### src/rtl/warmboot_pkg.sv
// rtl/warmboot_pkg.sv - shared types and constants for the warm-boot sequencer
// No ports. Provides the FSM state type, grant source codes, image numbers
// and the counter sizing helpers used by warmboot_ctrl and button_debounce.
package warmboot_pkg;

  typedef enum logic [1:0] {
    ST_IDLE = 2'd0,
    ST_ARM  = 2'd1,
    ST_FIRE = 2'd2
  } state_t;

  localparam logic [1:0] SRC_NONE = 2'd0;
  localparam logic [1:0] SRC_USB  = 2'd1;
  localparam logic [1:0] SRC_SW   = 2'd2;
  localparam logic [1:0] SRC_BTN  = 2'd3;

  localparam logic [1:0] IMG_FIRSTBOOT = 2'd0;
  localparam logic [1:0] IMG_DFU       = 2'd1;
  localparam logic [1:0] IMG_APP       = 2'd2;

  // Width able to hold 0..n; never narrower than one bit.
  function automatic int cnt_width(input int n);
    return (n < 1) ? 1 : $clog2(n + 1);
  endfunction

  // A settle period of 0 behaves like 1, so the load value floors at 0.
  function automatic int settle_load(input int n);
    return (n < 1) ? 0 : n - 1;
  endfunction

endpackage

### src/rtl/button_debounce.sv
// rtl/button_debounce.sv - two-flop synchronizer plus stable-count filter
// Ports:
//   clk     in   system clock
//   rst     in   synchronous, active-high reset
//   button  in   raw asynchronous button level
//   level   out  debounced level (0 after reset)
module button_debounce #(
  parameter logic [15:0] DEBOUNCE_CYCLES = 16'd48000
) (
  input  logic clk,
  input  logic rst,
  input  logic button,
  output logic level
);
  import warmboot_pkg::*;

  localparam int CW = cnt_width(int'(DEBOUNCE_CYCLES));

  logic          meta;
  logic          sync;
  logic [CW-1:0] cnt;
  logic          stable_done;

  // The level flips on the DEBOUNCE_CYCLES-th consecutive cycle that the
  // synchronized input disagrees with it.
  assign stable_done = (int'(cnt) + 1) >= int'(DEBOUNCE_CYCLES);

  always_ff @(posedge clk) begin
    if (rst) begin
      meta  <= 1'b0;
      sync  <= 1'b0;
      level <= 1'b0;
      cnt   <= '0;
    end else begin
      meta <= button;
      sync <= meta;
      if (sync == level) begin
        cnt <= '0;
      end else if (stable_done) begin
        level <= sync;
        cnt   <= '0;
      end else begin
        cnt <= cnt + CW'(1);
      end
    end
  end

endmodule

### src/rtl/warmboot_ctrl.sv
// rtl/warmboot_ctrl.sv - request arbiter and sequencer for SB_WARMBOOT
// Ports:
//   clk             in   system clock
//   rst             in   synchronous, active-high reset
//   usb_detach_req  in   one-cycle pulse, requests the DFU image
//   sw_req          in   one-cycle CSR write strobe
//   sw_image        in   image for sw_req, sampled with it
//   pin_button_up   in   raw asynchronous button (used only with WARMBOOT_BUTTON_EN)
//   wb_s1, wb_s0    out  image select to SB_WARMBOOT
//   wb_boot         out  BOOT to SB_WARMBOOT, sticky until rst
//   busy            out  a request has been granted
//   granted_src     out  0 none, 1 usb, 2 sw, 3 button
// Build option: define WARMBOOT_BUTTON_EN to build the long-press button path.
module warmboot_ctrl #(
  parameter logic [15:0] DEBOUNCE_CYCLES  = 16'd48000,
  parameter logic [23:0] LONGPRESS_CYCLES = 24'd6000000,
  parameter logic [7:0]  SETTLE_CYCLES    = 8'd16,
  parameter logic [1:0]  BUTTON_IMAGE     = 2'd1
) (
  input  logic       clk,
  input  logic       rst,
  input  logic       usb_detach_req,
  input  logic       sw_req,
  input  logic [1:0] sw_image,
  input  logic       pin_button_up,
  output logic       wb_s1,
  output logic       wb_s0,
  output logic       wb_boot,
  output logic       busy,
  output logic [1:0] granted_src
);
  import warmboot_pkg::*;

  localparam int              SW          = cnt_width(int'(SETTLE_CYCLES));
  localparam logic [SW-1:0]   SETTLE_LOAD = SW'(settle_load(int'(SETTLE_CYCLES)));

  logic btn_req;

`ifdef WARMBOOT_BUTTON_EN
  localparam int LW = cnt_width(int'(LONGPRESS_CYCLES));

  logic          btn_level;
  logic [LW-1:0] lp_cnt;

  button_debounce #(
    .DEBOUNCE_CYCLES(DEBOUNCE_CYCLES)
  ) u_debounce (
    .clk   (clk),
    .rst   (rst),
    .button(pin_button_up),
    .level (btn_level)
  );

  // Saturating hold counter; the pulse fires on the step into saturation,
  // so a single press can raise at most one request.
  always_ff @(posedge clk) begin
    if (rst || !btn_level) begin
      lp_cnt  <= '0;
      btn_req <= 1'b0;
    end else begin
      btn_req <= (int'(lp_cnt) + 1) == int'(LONGPRESS_CYCLES);
      if (int'(lp_cnt) < int'(LONGPRESS_CYCLES)) begin
        lp_cnt <= lp_cnt + LW'(1);
      end
    end
  end
`else
  localparam int unused_params = int'(DEBOUNCE_CYCLES) + int'(LONGPRESS_CYCLES);
  logic unused_button;

  assign unused_button = pin_button_up;
  assign btn_req       = 1'b0;
`endif

  state_t        state_q;
  state_t        state_d;
  logic [SW-1:0] settle_q;
  logic [1:0]    img_q;
  logic [1:0]    src_q;

  logic          req_valid;
  logic [1:0]    req_img;
  logic [1:0]    req_src;

  logic [1:0]    img_o;
  logic [1:0]    src_o;
  logic          busy_o;
  logic          boot_o;

  // State, latched grant and registered outputs.
  always_ff @(posedge clk) begin
    if (rst) begin
      state_q     <= ST_IDLE;
      settle_q    <= '0;
      img_q       <= IMG_FIRSTBOOT;
      src_q       <= SRC_NONE;
      wb_s1       <= 1'b0;
      wb_s0       <= 1'b0;
      wb_boot     <= 1'b0;
      busy        <= 1'b0;
      granted_src <= SRC_NONE;
    end else begin
      state_q <= state_d;
      if (state_q == ST_IDLE && req_valid) begin
        img_q    <= req_img;
        src_q    <= req_src;
        settle_q <= SETTLE_LOAD;
      end else if (state_q == ST_ARM && settle_q != '0) begin
        settle_q <= settle_q - SW'(1);
      end
      {wb_s1, wb_s0} <= img_o;
      wb_boot        <= boot_o;
      busy           <= busy_o;
      granted_src    <= src_o;
    end
  end

  // Fixed-priority arbitration and next state.
  always_comb begin
    req_valid = 1'b0;
    req_img   = IMG_FIRSTBOOT;
    req_src   = SRC_NONE;
    if (usb_detach_req) begin
      req_valid = 1'b1;
      req_img   = IMG_DFU;
      req_src   = SRC_USB;
    end else if (sw_req) begin
      req_valid = 1'b1;
      req_img   = sw_image;
      req_src   = SRC_SW;
    end else if (btn_req) begin
      req_valid = 1'b1;
      req_img   = BUTTON_IMAGE;
      req_src   = SRC_BTN;
    end

    state_d = state_q;
    case (state_q)
      ST_IDLE: if (req_valid) state_d = ST_ARM;
      ST_ARM:  if (settle_q == '0) state_d = ST_FIRE;
      ST_FIRE: state_d = ST_FIRE;
      default: state_d = ST_IDLE;
    endcase
  end

  // Outputs are computed from the upcoming state so the registered pins
  // line up with the state they describe. On the grant edge the latched
  // image is not yet valid, so the arbitration result is used directly.
  always_comb begin
    img_o  = IMG_FIRSTBOOT;
    src_o  = SRC_NONE;
    busy_o = 1'b0;
    boot_o = 1'b0;
    if (state_d != ST_IDLE) begin
      busy_o = 1'b1;
      img_o  = (state_q == ST_IDLE) ? req_img : img_q;
      src_o  = (state_q == ST_IDLE) ? req_src : src_q;
      boot_o = (state_d == ST_FIRE);
    end
  end

endmodule

### config.mk
export PLATFORM = sky130hd
export DESIGN_NAME = warmboot_ctrl
export DESIGN_NICKNAME = d
export VERILOG_FILES = /design/src/rtl/warmboot_pkg.sv /design/src/rtl/button_debounce.sv /design/src/rtl/warmboot_ctrl.sv
export SDC_FILE = /design/constraint.sdc
export NUM_CORES = 1
export LEC_CHECK = 0
export BUFFER_PORTS_ARGS = -buffer_cell sky130_fd_sc_hd__buf_2
export CORE_MARGIN = 5
export CORE_UTILIZATION = 25
export CTS_CLUSTER_SIZE = 24
export DETAILED_ROUTE_END_ITERATION = 10
export REMOVE_ABC_BUFFERS = 1
export SLEW_MARGIN = 20
export SYNTH_ARGS = -nofsm -noshare
export SYNTH_HDL_FRONTEND = slang
export SYNTH_SLANG_ARGS = --single-unit
### constraint.sdc
create_clock -name clk -period 2.1 [get_ports clk]
set_input_delay 0.105 -clock clk [delete_from_list [all_inputs] [get_ports clk]]
set_output_delay 0.105 -clock clk [all_outputs]
set_load 0.01 [all_outputs]
# ---- Yosys cells after proc, flatten, opt, wreduce, memory -nomap -nowiden
# Cells that the tools add are included.
dict set report word_totals {
  reg_bits 17
  input_bits 7
  output_inout_bits 6
}
dict set report classes {
  n_addsub 1
  eq_ne 3
  mux 14
  bitwise 1
  n_reduce_logical 9
}
# op n
set ops {}
lappend ops {{two-way mux 2 bit} 8}
lappend ops {{two-way mux 4 bit} 2}
lappend ops {{case mux 2 bit (3 select lines)} 1}
lappend ops {{logical NOT 5 bit} 1}
lappend ops {{nonzero test 5 bit} 1}
lappend ops {{subtractor 5 x 1 -> 5 bit (second input constant)} 1}
lappend ops {{equality test 2 bit (second input constant)} 2}
lappend ops {{nonzero test 2 bit} 2}
lappend ops {{OR reduction 2 bit} 2}
lappend ops {{two-way mux 1 bit} 3}
lappend ops {{equality test 2 x 1 -> 1 bit (second input constant)} 1}
lappend ops {{logical AND 1 bit} 2}
lappend ops {{logical NOT 2 bit} 1}
lappend ops {{inverter 1 bit} 1}

# ---- Depth between registers and ports, before layout
# Gate-level depths: netlist of the first run.
dict set report depth {
  depth_word 7
  depth_mapped 5
}

# ---- Worst setup path after synthesis of the first run
# OpenSTA, ideal clock, no wires.
dict set report synth_path {
  kind {register -> register}
  startpoint {reg settle_q[0]}
  endpoint {reg settle_q[3]}
  t_arrival_ns 1.391
  t_required_ns 2.025
  path_slack_ns 0.635
  path_stages_with_launch 6
  path_cell_list {dfxtp_1 -> inv_1 -> ha_1 -> nor4b_2 -> or4_1 -> a31oi_1}
}
dict set report synth_via {
  elab_chain_len 3
}
# item line_no
set synth_lines {}
lappend synth_lines {{from (decl)} warmboot_ctrl.sv:77} ;# logic [SW-1:0] settle_q;
lappend synth_lines {{from (signal assigned)} warmboot_ctrl.sv:109} ;# settle_q <= settle_q - SW'(1);
lappend synth_lines {{subtractor 5 x 1 -> 5 bit / nonzero test 5 bit (equally long branches)} {warmboot_ctrl.sv:109, warmboot_ctrl.sv:108}}
lappend synth_lines {{two-way mux 4 bit / logical AND 1 bit (equally long branches)} warmboot_ctrl.sv:108} ;# end else if (state_q == ST_ARM && settle_q != '0) begin
lappend synth_lines {{two-way mux 4 bit / nonzero test 2 bit (equally long branches)} -}
# Parallel ways exist; a longest one is shown, timed or not. The select of a mux whose other input is x is not followed.
# A chain may end at the register's enable or synchronous reset.

# ---- Worst setup path in the final report of the first run
# Ends and elaborated chain as after synthesis.

==> run summary, run 1 <==
combined area of all synthesized cells = 756 um^2
cell type with the largest total area after synthesis = sky130_fd_sc_hd__dfxtp_1
final number of max-transition violations = 0
Layout fillers = 315
clock sink count = 17
distinct cell type count after synthesis = 33
fraction of layout instances using a drive strength above 1 = 0.232
post-detailed-route count of antenna-violating nets = 0
CP max FO = 6
vias in the first global route = 601
FFs w/ async S/R, synth = 0
Root Buffer = sky130_fd_sc_hd__clkbuf_4
post-cts repair resize count = 0
gate count of the mapped netlist = 82
end of the worst register-to-register path = settle_q[3]
detailed-route vias per instance = 5.01
Max stage delay cell, worst path = sky130_fd_sc_hd__or4_1
detail-routed net length per standard cell = 11.7 um
wire length of the first global-routing pass = 2550 um
count of non-filler cells in the finished layout = 128
Area growth, synth to finish = 15.2%
largest net degree at the start of global routing = 13
critical register-to-register path startpoint = settle_q[0]
crit-path cells = inv_1 > ha_1 > nor4b_2 > or4_1 > a31oi_1
VDD IR max = 0.000181 V
unrepaired setup endpoints after global routing = no
PwrDens = 855 mW/mm^2
launch point of the worst hold path = sw_image[0]
clock period minus final worst setup slack = 1.61 ns
hold buffer count at cts = 0
antenna violations before repair = 0
overall fraction of global-route tracks in use = 0.0753
number of warnings printed during yosys synthesis = 0
NumNets Final = 105
routed via count = 641
total power draw = 745 uW
hold path depth = 3
worst setup slack for register-to-register paths = 0.49 ns
core region area = 0.00298 mm^2
clock slew seen by the registers of the worst setup and hold paths = 0.09 ns
Setup crit start kind = register
count of standard-cell rows = 20
buffers inserted during post-CTS setup optimization = 0
floorplan die area = 0.00422 mm^2
average cell area after synthesis = 9.22 um^2
horizontal die dimension = 65.0 um
total leakage power = 0.364 nW
Register-to-Register Path Depth = 5
Yosys reg bits = 17
Max clock buf depth = 2
leftover overflow at the end of global routing = 0
kind of path behind the tightest hold check = primary input to register
later-pin clock latency in the skew report = 0.28 ns
Final Cycle Share = 0.764
cell with the most instances after synthesis = sky130_fd_sc_hd__dfxtp_1
TritonCTS clock tree = done
final antenna diode count = 0
htree depth = 1
worst endpoint required time = 2.31 ns
peak clock frequency supported by timing = 623 MHz
# placed instances = 124
HPWL after detailed placement = 1070 um
endpoint class of the critical path = register
actual transition at the worst max-transition pin = 0.504 ns
dominant synthesized flop cell = sky130_fd_sc_hd__dfxtp_1
number of I/O pins = 13
total buffers and inverters traversed by the critical path = 1
Initial Util = 0.254
number of enable-type register cells in the synthesized netlist = 0
Hold Vio Cnt, Final = 0
share of Yosys cell area claimed by the top area cell type = 0.450
result of the run = finished, final reports clean
gate family responsible for the most delay along the worst path = simple AND/OR/NAND/NOR gates
First-pass DRT Iterations = 4
arrival time at the worst endpoint = 1.81 ns
number of buffers created by CTS = 3
Final Setup Violations = 0
maximum cell stage delay along the critical path = 0.51 ns
sum of negative setup slack = 0 ns
wire length reported by the detailed router = 1500 um
final estimated routing congestion in global placement = 0.710
ranking of synthesized cells by instance count = sky130_fd_sc_hd__dfxtp_1 (17), sky130_fd_sc_hd__a21oi_1 (9), sky130_fd_sc_hd__nand2_1 (7), sky130_fd_sc_hd__nor2_1 (7)
remaining design rule violation count = 0
y dimension of the die = 65.0 um
input/output buffers = 11
critical path class = register to register
footprint of the flip-flops and latches = 340 um^2
biggest area contributors in the synthesized netlist = sky130_fd_sc_hd__dfxtp_1 (45%), sky130_fd_sc_hd__a21oi_1 (6.0%), sky130_fd_sc_hd__or4b_4 (3.6%)
number of DRC violations after detailed-routing iteration 0 = 33
# Max-Cap Violations = 0
remaining max-slew budget at the tightest pin = 0.663
sequential element share of the synthesized area = 0.450
Worst Hold Endpoint = img_q[0]
final worst clock skew = 0.00335 ns
multi-input logic area = 382 um^2
[stage by stage]
stage          instance area (um^2)  hold WS (ns)  utilization  setup slack (ns)
3_3_place_gp                    845         0.373        0.284             0.553
6_report                        871        0.0831        0.292             0.495
5_1_grt                         871        0.0833        0.292             0.388
3_5_place_dp                    845         0.370        0.284             0.505
4_1_cts                         871        0.0737        0.292             0.483
2_1_floorplan                   741         0.171            -             0.633
[report_power, final]
group          internal [mW]  total [mW]  switching [mW]
Sequential             0.359       0.392          0.0324
Combinational         0.0813       0.185           0.104
Clock                 0.0736       0.168          0.0940
[sequential cells by signal (all words and copies together), names as in the netlist, 2 cells and up]
| register | flops |
|---|---|
| settle_q | 5 |
| state_q | 2 |
| img_q | 2 |
| src_q | 2 |
| granted_src | 2 |
[cell families (layout without fill, tap and decap cells)]
logic type	count (synthesis)	count (layout)	synth area share
DFF	17	17	0.450
buffers and inverters	8	21	0.0447
adders and majority gates	2	2	0.0331
AOI/OAI and AO/OA	25	25	0.212
and+or+nand+nor	30	30	0.260
[tightest hold or removal path, delay by kind of cell]
kind	cells	cell delay, ns
AND/OR/NAND/NOR	1	0.07
AO/OA/AOI/OAI	1	0.06
buffers and inverters	1	0.09
[final cells by class]
cell class | instances | share of cell area
multi-input cells | 57 | 0.438
clock buffers | 4 | 0.0302
flip-flops and latches | 17 | 0.391
well taps | 33 | 0.0474
repair buffers | 12 | 0.0718
inverters | 5 | 0.0216
[cell usage in the layout, fill, tap and decap left out, types with 2 or more instances in the layout]
cell and instances:
sky130_fd_sc_hd__inv_1 4, sky130_fd_sc_hd__buf_2 11, sky130_fd_sc_hd__clkbuf_4 3, sky130_fd_sc_hd__a31oi_1 3, sky130_fd_sc_hd__dfxtp_1 17, sky130_fd_sc_hd__or4b_4 2, sky130_fd_sc_hd__o21ai_1 4, sky130_fd_sc_hd__ha_1 2
sky130_fd_sc_hd__nand2_1 7, sky130_fd_sc_hd__a21oi_1 9, sky130_fd_sc_hd__nor2_1 7, sky130_fd_sc_hd__or3_1 2, sky130_fd_sc_hd__a211oi_1 2
[worst max path at each step]
| stage | from | to | slack, ns | cells past startpoint |
|---|---|---|---|---|
| floorplan | settle_q[0] | settle_q[4] | 0.63 | 5 |
| global placement | settle_q[0] | settle_q[3] | 0.55 | 5 |
| detailed placement | settle_q[0] | settle_q[3] | 0.50 | 5 |
| CTS | settle_q[0] | settle_q[3] | 0.48 | 5 |
| global route | settle_q[0] | settle_q[3] | 0.39 | 5 |
| finish | settle_q[0] | settle_q[3] | 0.49 | 5 |
[layer usage]
metal	routed length, um	vias up	part of all wire	track usage
li1	-	324	-	-
met4	0	0	0	0.0290
met1	731	304	0.49	0.0894
met3	98	0	0.065	0.0260
met5	0	-	0	0
met2	671	13	0.45	0.124
Power figures use the tool's default switching activity.
==> run 2: changes to the inputs <==
- clock period: 2.1 -> 1.4 ns (I/O delays scaled with it)
==> run summary, run 2 (synthesis gave the netlist of run 1 again) <==
minimum hold slack = 0.0427 ns (was 0.0831 ns)
htree depth = 1 (unchanged)
Max clock buf depth = 2 (unchanged)
floorplan die area = 0.00422 mm^2 (unchanged)
remaining max-slew budget at the tightest pin = 0.784 (was 0.663)
total leakage power = 0.431 nW (was 0.364 nW)
Setup crit start kind = register (unchanged)
result of the run = finished, violations left (was finished, final reports clean)
most used cells in the layout excluding fill and tap cells = sky130_fd_sc_hd__dfxtp_1 (14), sky130_fd_sc_hd__buf_2 (11), sky130_fd_sc_hd__buf_4 (11), sky130_fd_sc_hd__a21oi_1 (9), sky130_fd_sc_hd__nand2_1 (7) (was sky130_fd_sc_hd__dfxtp_1 (17), sky130_fd_sc_hd__buf_2 (11), sky130_fd_sc_hd__a21oi_1 (9), sky130_fd_sc_hd__nor2_1 (7), sky130_fd_sc_hd__nand2_1 (7))
kind of path behind the tightest hold check = primary input to register (unchanged)
clock slew seen by the registers of the worst setup and hold paths = 0.10 ns (was 0.09 ns)
# Max-Cap Violations = 0 (unchanged)
flip-flop count of the largest register after layout = 5 (unchanged)
later-pin clock latency in the skew report = 0.28 ns (about the same)
Final Worst Setup Slack = -0.0563 ns (was 0.495 ns)
horizontal die dimension = 65.0 um (unchanged)
worst endpoint required time = 1.56 ns (was 2.31 ns)
peak clock frequency supported by timing = 687 MHz (was 623 MHz)
final worst clock skew = 0.00680 ns (was 0.00335 ns)
final estimated routing congestion in global placement = 0.755 (was 0.710)
number of I/O pins = 13 (unchanged)
leftover overflow at the end of global routing = 0 (unchanged)
Hold Vio Cnt, Final = 0 (unchanged)
VDD IR max = 0.000296 V (was 0.000181 V)
clock period minus final worst setup slack = 1.46 ns (was 1.61 ns)
actual transition at the worst max-transition pin = 0.323 ns (was 0.504 ns)
CP max FO = 4 (was 6)
TritonCTS clock tree = done (unchanged)
PwrDens = 1230 mW/mm^2 (was 855 mW/mm^2)
post-route standard cell area excluding fillers = 0.00103 mm^2 (was 871 um^2)
antenna violations before repair = 0 (unchanged)
arrival time at the worst endpoint = 1.61 ns (was 1.81 ns)
vias in the first global route = 685 (was 601)
largest net degree at the start of global routing = 13 (unchanged)
Layout fillers = 304 (was 315)
number of DRC violations after detailed-routing iteration 0 = 49 (was 33)
post-detailed-route count of antenna-violating nets = 0 (unchanged)
NumNets Final = 116 (was 105)
overall fraction of global-route tracks in use = 0.0890 (was 0.0753)
HPWL after detailed placement = 1260 um (was 1070 um)
Most flops, register = settle_q (unchanged)
fraction of layout instances using a drive strength above 1 = 0.415 (was 0.232)
y dimension of the die = 65.0 um (unchanged)
endpoint class of the critical path = register (unchanged)
Area growth, synth to finish = 35.8% (was 15.2%)
core region area = 0.00298 mm^2 (unchanged)
detailed-route vias per instance = 4.97 (was 5.01)
hold buffer count at cts = 0 (unchanged)
unrepaired setup endpoints after global routing = yes (was no)
Initial Util = 0.254 (unchanged)
Final Setup Violations = 2 (was 0)
wire length reported by the detailed router = 1730 um (was 1500 um)
remaining design rule violation count = 0 (unchanged)
number of buffers created by CTS = 3 (unchanged)
First-pass DRT Iterations = 4 (unchanged)
total power draw = 1.27 mW (was 745 uW)
critical path class = register to register (unchanged)
Finished Core Util = 0.345 (was 0.292)
Final Cycle Share = 1.04 (was 0.764)
Root Buffer = sky130_fd_sc_hd__clkbuf_4 (unchanged)
input/output buffers = 11 (unchanged)
total cell area at the placement stage = 927 um^2 (was 845 um^2)
detail-routed net length per standard cell = 12.4 um (was 11.7 um)
clock sink count = 17 (unchanged)
most common cell after layout, fill and taps aside = sky130_fd_sc_hd__dfxtp_1 (unchanged)
final number of max-transition violations = 0 (unchanged)
footprint of the flip-flops and latches = 344 um^2 (was 340 um^2)
routed via count = 691 (was 641)
multi-input logic area = 442 um^2 (was 382 um^2)
buffers inserted during post-CTS setup optimization = 0 (unchanged)
violated checks = negative setup slack
wire length of the first global-routing pass = 2950 um (was 2550 um)
final antenna diode count = 0 (unchanged)
count of standard-cell rows = 20 (unchanged)
## run 2: cell count changes in the layout (fill, tap and decap cells not counted), moves of 2 or more
cell	change
sky130_fd_sc_hd__buf_4	+10
sky130_fd_sc_hd__dfxtp_1	-3
sky130_fd_sc_hd__dfxtp_2	+3
sky130_fd_sc_hd__ha_1	-2
sky130_fd_sc_hd__ha_4	+2
sky130_fd_sc_hd__inv_1	-2
sky130_fd_sc_hd__inv_4	+2
## run 2: final timing paths
path	from	to	slack [ns]	cells after the start
hold / removal	usb_detach_req	src_q[1]	0.04	2
setup reg to reg	settle_q[1]	settle_q[1]	-0.06	5
hold reg to reg	img_q[1]	wb_s1	0.46	2
setup / recovery	settle_q[1]	settle_q[1]	-0.06	5
## run 2: final cells by class
class                      count  area share
sequential                    17       0.335
clock buffer                   4      0.0256
timing repair buffer          23       0.145
multi-input combinational     57       0.430
tap                           33      0.0402
inverter                       5      0.0232
## run 2: repair_timing
item / in CTS / in global routing
setup endpoints to repair: 9 / 6
pin swaps: 7 / 4
gates cloned: 0 / 0
resized for setup: 13 / 6
## run 2: report_power, final
part / internal (mW) / switching (mW)
registers: 0.542 / 0.0548
logic: 0.215 / 0.203
clock network: 0.110 / 0.141
total: 0.867 / 0.398
## run 2: metrics by stage
stage / TNS [ns] / instances / worst slack (ns)
detailed placement: -0.640 / 135 / -0.152
global route: -0.391 / 139 / -0.113
global placement: -0.557 / 135 / -0.137
finish: -0.109 / 139 / -0.0563
floorplan: -0.177 / 79 / -0.0667
CTS: -0.180 / 139 / -0.0718
## run 2: critical path: stages (launching register included)
cell	delay, ns
sky130_fd_sc_hd__dfxtp_2	0.34
sky130_fd_sc_hd__inv_4	0.07
sky130_fd_sc_hd__ha_4	0.14
sky130_fd_sc_hd__or4b_4	0.49
sky130_fd_sc_hd__a221oi_2	0.22
sky130_fd_sc_hd__a311oi_1	0.07
## run 2: layer usage
layer	global-route usage	vias to the layer above	wire length, um
met2	0.156	15	849
met4	0.0396	0	15
met3	0.0260	2	73
li1	-	349	-
met1	0.0986	325	789
met5	0	-	0
==> run 3: changes to the inputs <==
- PLACE_DENSITY_LB_ADDON: default -> 0.25
==> run summary, run 3 (synthesis gave the netlist of run 1 again) <==
htree depth = 1 (unchanged)
Root Buffer = sky130_fd_sc_hd__clkbuf_4 (unchanged)
# placed instances = 133 (was 135)
number of I/O pins = 13 (unchanged)
antenna violations before repair = 0 (unchanged)
overall fraction of global-route tracks in use = 0.0833 (was 0.0890)
total cell area at the placement stage = 912 um^2 (was 927 um^2)
sum of negative setup slack = -0.150 ns (was -0.109 ns)
peak clock frequency supported by timing = 684 MHz (was 687 MHz)
remaining max-slew budget at the tightest pin = 0.748 (was 0.784)
violated checks = negative setup slack (unchanged)
remaining design rule violation count = 0 (unchanged)
final antenna diode count = 0 (unchanged)
PwrDens = 1260 mW/mm^2 (was 1230 mW/mm^2)
fraction of layout instances using a drive strength above 1 = 0.394 (was 0.415)
CP max FO = 4 (unchanged)
critical path class = register to register (unchanged)
leftover overflow at the end of global routing = 0 (unchanged)
buffers inserted during post-CTS setup optimization = 0 (unchanged)
Max stage delay cell, worst path = sky130_fd_sc_hd__or4b_4 (unchanged)
post-route standard cell area excluding fillers = 995 um^2 (was 0.00103 mm^2)
minimum hold slack = 0.0379 ns (was 0.0427 ns)
kind of path behind the tightest hold check = primary input to register (unchanged)
Initial Util = 0.254 (unchanged)
clock sink count = 17 (unchanged)
most common cell after layout, fill and taps aside = sky130_fd_sc_hd__dfxtp_1 (unchanged)
final worst clock skew = 0.000508 ns (was 0.00680 ns)
Hold Vio Cnt, Final = 0 (unchanged)
number of DRC violations after detailed-routing iteration 0 = 27 (was 49)
Setup crit start kind = register (unchanged)
core region area = 0.00298 mm^2 (unchanged)
horizontal die dimension = 65.0 um (unchanged)
maximum cell stage delay along the critical path = 0.49 ns (about the same)
final number of max-transition violations = 0 (unchanged)
total leakage power = 0.419 nW (was 0.431 nW)
actual transition at the worst max-transition pin = 0.373 ns (was 0.323 ns)
count of standard-cell rows = 20 (unchanged)
detail-routed net length per standard cell = 12.1 um (was 12.4 um)
vias in the first global route = 643 (was 685)
Most flops, register = settle_q (unchanged)
flip-flop count of the largest register after layout = 5 (unchanged)
later-pin clock latency in the skew report = 0.29 ns (was 0.28 ns)
length of routed wiring on met1 = 784 um (was 789 um)
highest signal layer in the routed design = met4 (unchanged)
most used cells in the layout excluding fill and tap cells = sky130_fd_sc_hd__dfxtp_1 (15), sky130_fd_sc_hd__buf_2 (11), sky130_fd_sc_hd__buf_4 (10), sky130_fd_sc_hd__a21oi_1 (9), sky130_fd_sc_hd__nand2_1 (7) (was sky130_fd_sc_hd__dfxtp_1 (14), sky130_fd_sc_hd__buf_2 (11), sky130_fd_sc_hd__buf_4 (11), sky130_fd_sc_hd__a21oi_1 (9), sky130_fd_sc_hd__nand2_1 (7))
final estimated routing congestion in global placement = 0.753 (was 0.755)
result of the run = finished, violations left (unchanged)
worst endpoint required time = 1.57 ns (was 1.56 ns)
crit-path cells = inv_4 > ha_4 > or4b_4 > a221oi_2 > a311oi_1 (unchanged)
Area growth, synth to finish = 31.6% (was 35.8%)
floorplan die area = 0.00422 mm^2 (unchanged)
routed via count = 664 (was 691)
post-detailed-route count of antenna-violating nets = 0 (unchanged)
unrepaired setup endpoints after global routing = yes (unchanged)
wire length reported by the detailed router = 1660 um (was 1730 um)
First-pass DRT Iterations = 4 (unchanged)
Detail Route met2 WL = 822 um (was 849 um)
Final Worst Setup Slack = -0.0610 ns (was -0.0563 ns)
clock period minus final worst setup slack = 1.46 ns (about the same)
endpoint class of the critical path = register (unchanged)
Layout fillers = 301 (was 304)
worst setup slack for register-to-register paths = -0.06 ns (about the same)
TritonCTS clock tree = done (unchanged)
number of buffers created by CTS = 3 (unchanged)
VDD IR max = 0.000269 V (was 0.000296 V)
# Max-Cap Violations = 0 (unchanged)
y dimension of the die = 65.0 um (unchanged)
arrival time at the worst endpoint = 1.64 ns (was 1.61 ns)
NumNets Final = 114 (was 116)
input/output buffers = 11 (unchanged)
clock slew seen by the registers of the worst setup and hold paths = 0.10 ns (about the same)
Final Cycle Share = 1.04 (about the same)
largest net degree at the start of global routing = 13 (unchanged)
Finished Core Util = 0.334 (was 0.345)
detailed-route vias per instance = 4.85 (was 4.97)
HPWL after detailed placement = 1180 um (was 1260 um)
met3 WL post-DR = 31 um (was 73 um)
Max clock buf depth = 2 (unchanged)
Final Setup Violations = 3 (was 2)
wire length of the first global-routing pass = 2750 um (was 2950 um)
count of non-filler cells in the finished layout = 137 (was 139)
[run 3: final cells by class]
| type | count | area, um^2 | area share |
|---|---|---|---|
| multi-input combinational | 57 | 429 | 0.431 |
| timing repair buffer | 21 | 130 | 0.131 |
| tap | 33 | 41.3 | 0.0415 |
| inverter | 5 | 23.8 | 0.0239 |
| clock buffer | 3 | 22.5 | 0.0226 |
| clock inverter | 1 | 5.00 | 0.00503 |
| sequential | 17 | 343 | 0.345 |
[run 3: timing repair]
item                       CTS  global route
gates resized for setup     10             4
setup endpoints to repair    4             5
cloned                       0             0
hold endpoints to repair     0             0
pin swaps                    7             4
hold buffers                 0             0
[run 3: final timing paths]
| path | start | endpoint | depth (start not counted) |
|---|---|---|---|
| setup / recovery | settle_q[0] | settle_q[1] | 5 |
| setup reg to reg | settle_q[0] | settle_q[1] | 5 |
| hold reg to reg | img_q[1] | wb_s1 | 2 |
| hold / removal | usb_detach_req | src_q[1] | 2 |
[run 3: worst max-delay path: cells and delay by family (launching register included)]
family / cells / cell delay [ns]
buffers and inverters: 1 / 0.08
adders and majority gates: 1 / 0.14
and+or+nand+nor: 1 / 0.49
AOI/OAI and AO/OA: 2 / 0.30
DFF: 1 / 0.35
[run 3: where the power goes]
group          internal, mW  switching (mW)
clock network         0.106           0.161
logic                 0.202           0.199
registers             0.542          0.0470
total                 0.850           0.407
[run 3: per-stage QoR]
stage,power [mW],setup slack (ns)
after detailed placement,0.936,-0.127
after global routing,1.33,-0.108
after global placement,0.934,-0.112
after floorplan,0.787,-0.0667
after CTS,1.25,-0.0817
final,1.26,-0.0610
[run 3: layer usage]
layer / GRT usage / vias to the layer above
li1: - / 342
met1: 0.102 / 312
met2: 0.139 / 8
met3: 0.0104 / 2
met4: 0.0475 / 0
met5: 0 / -
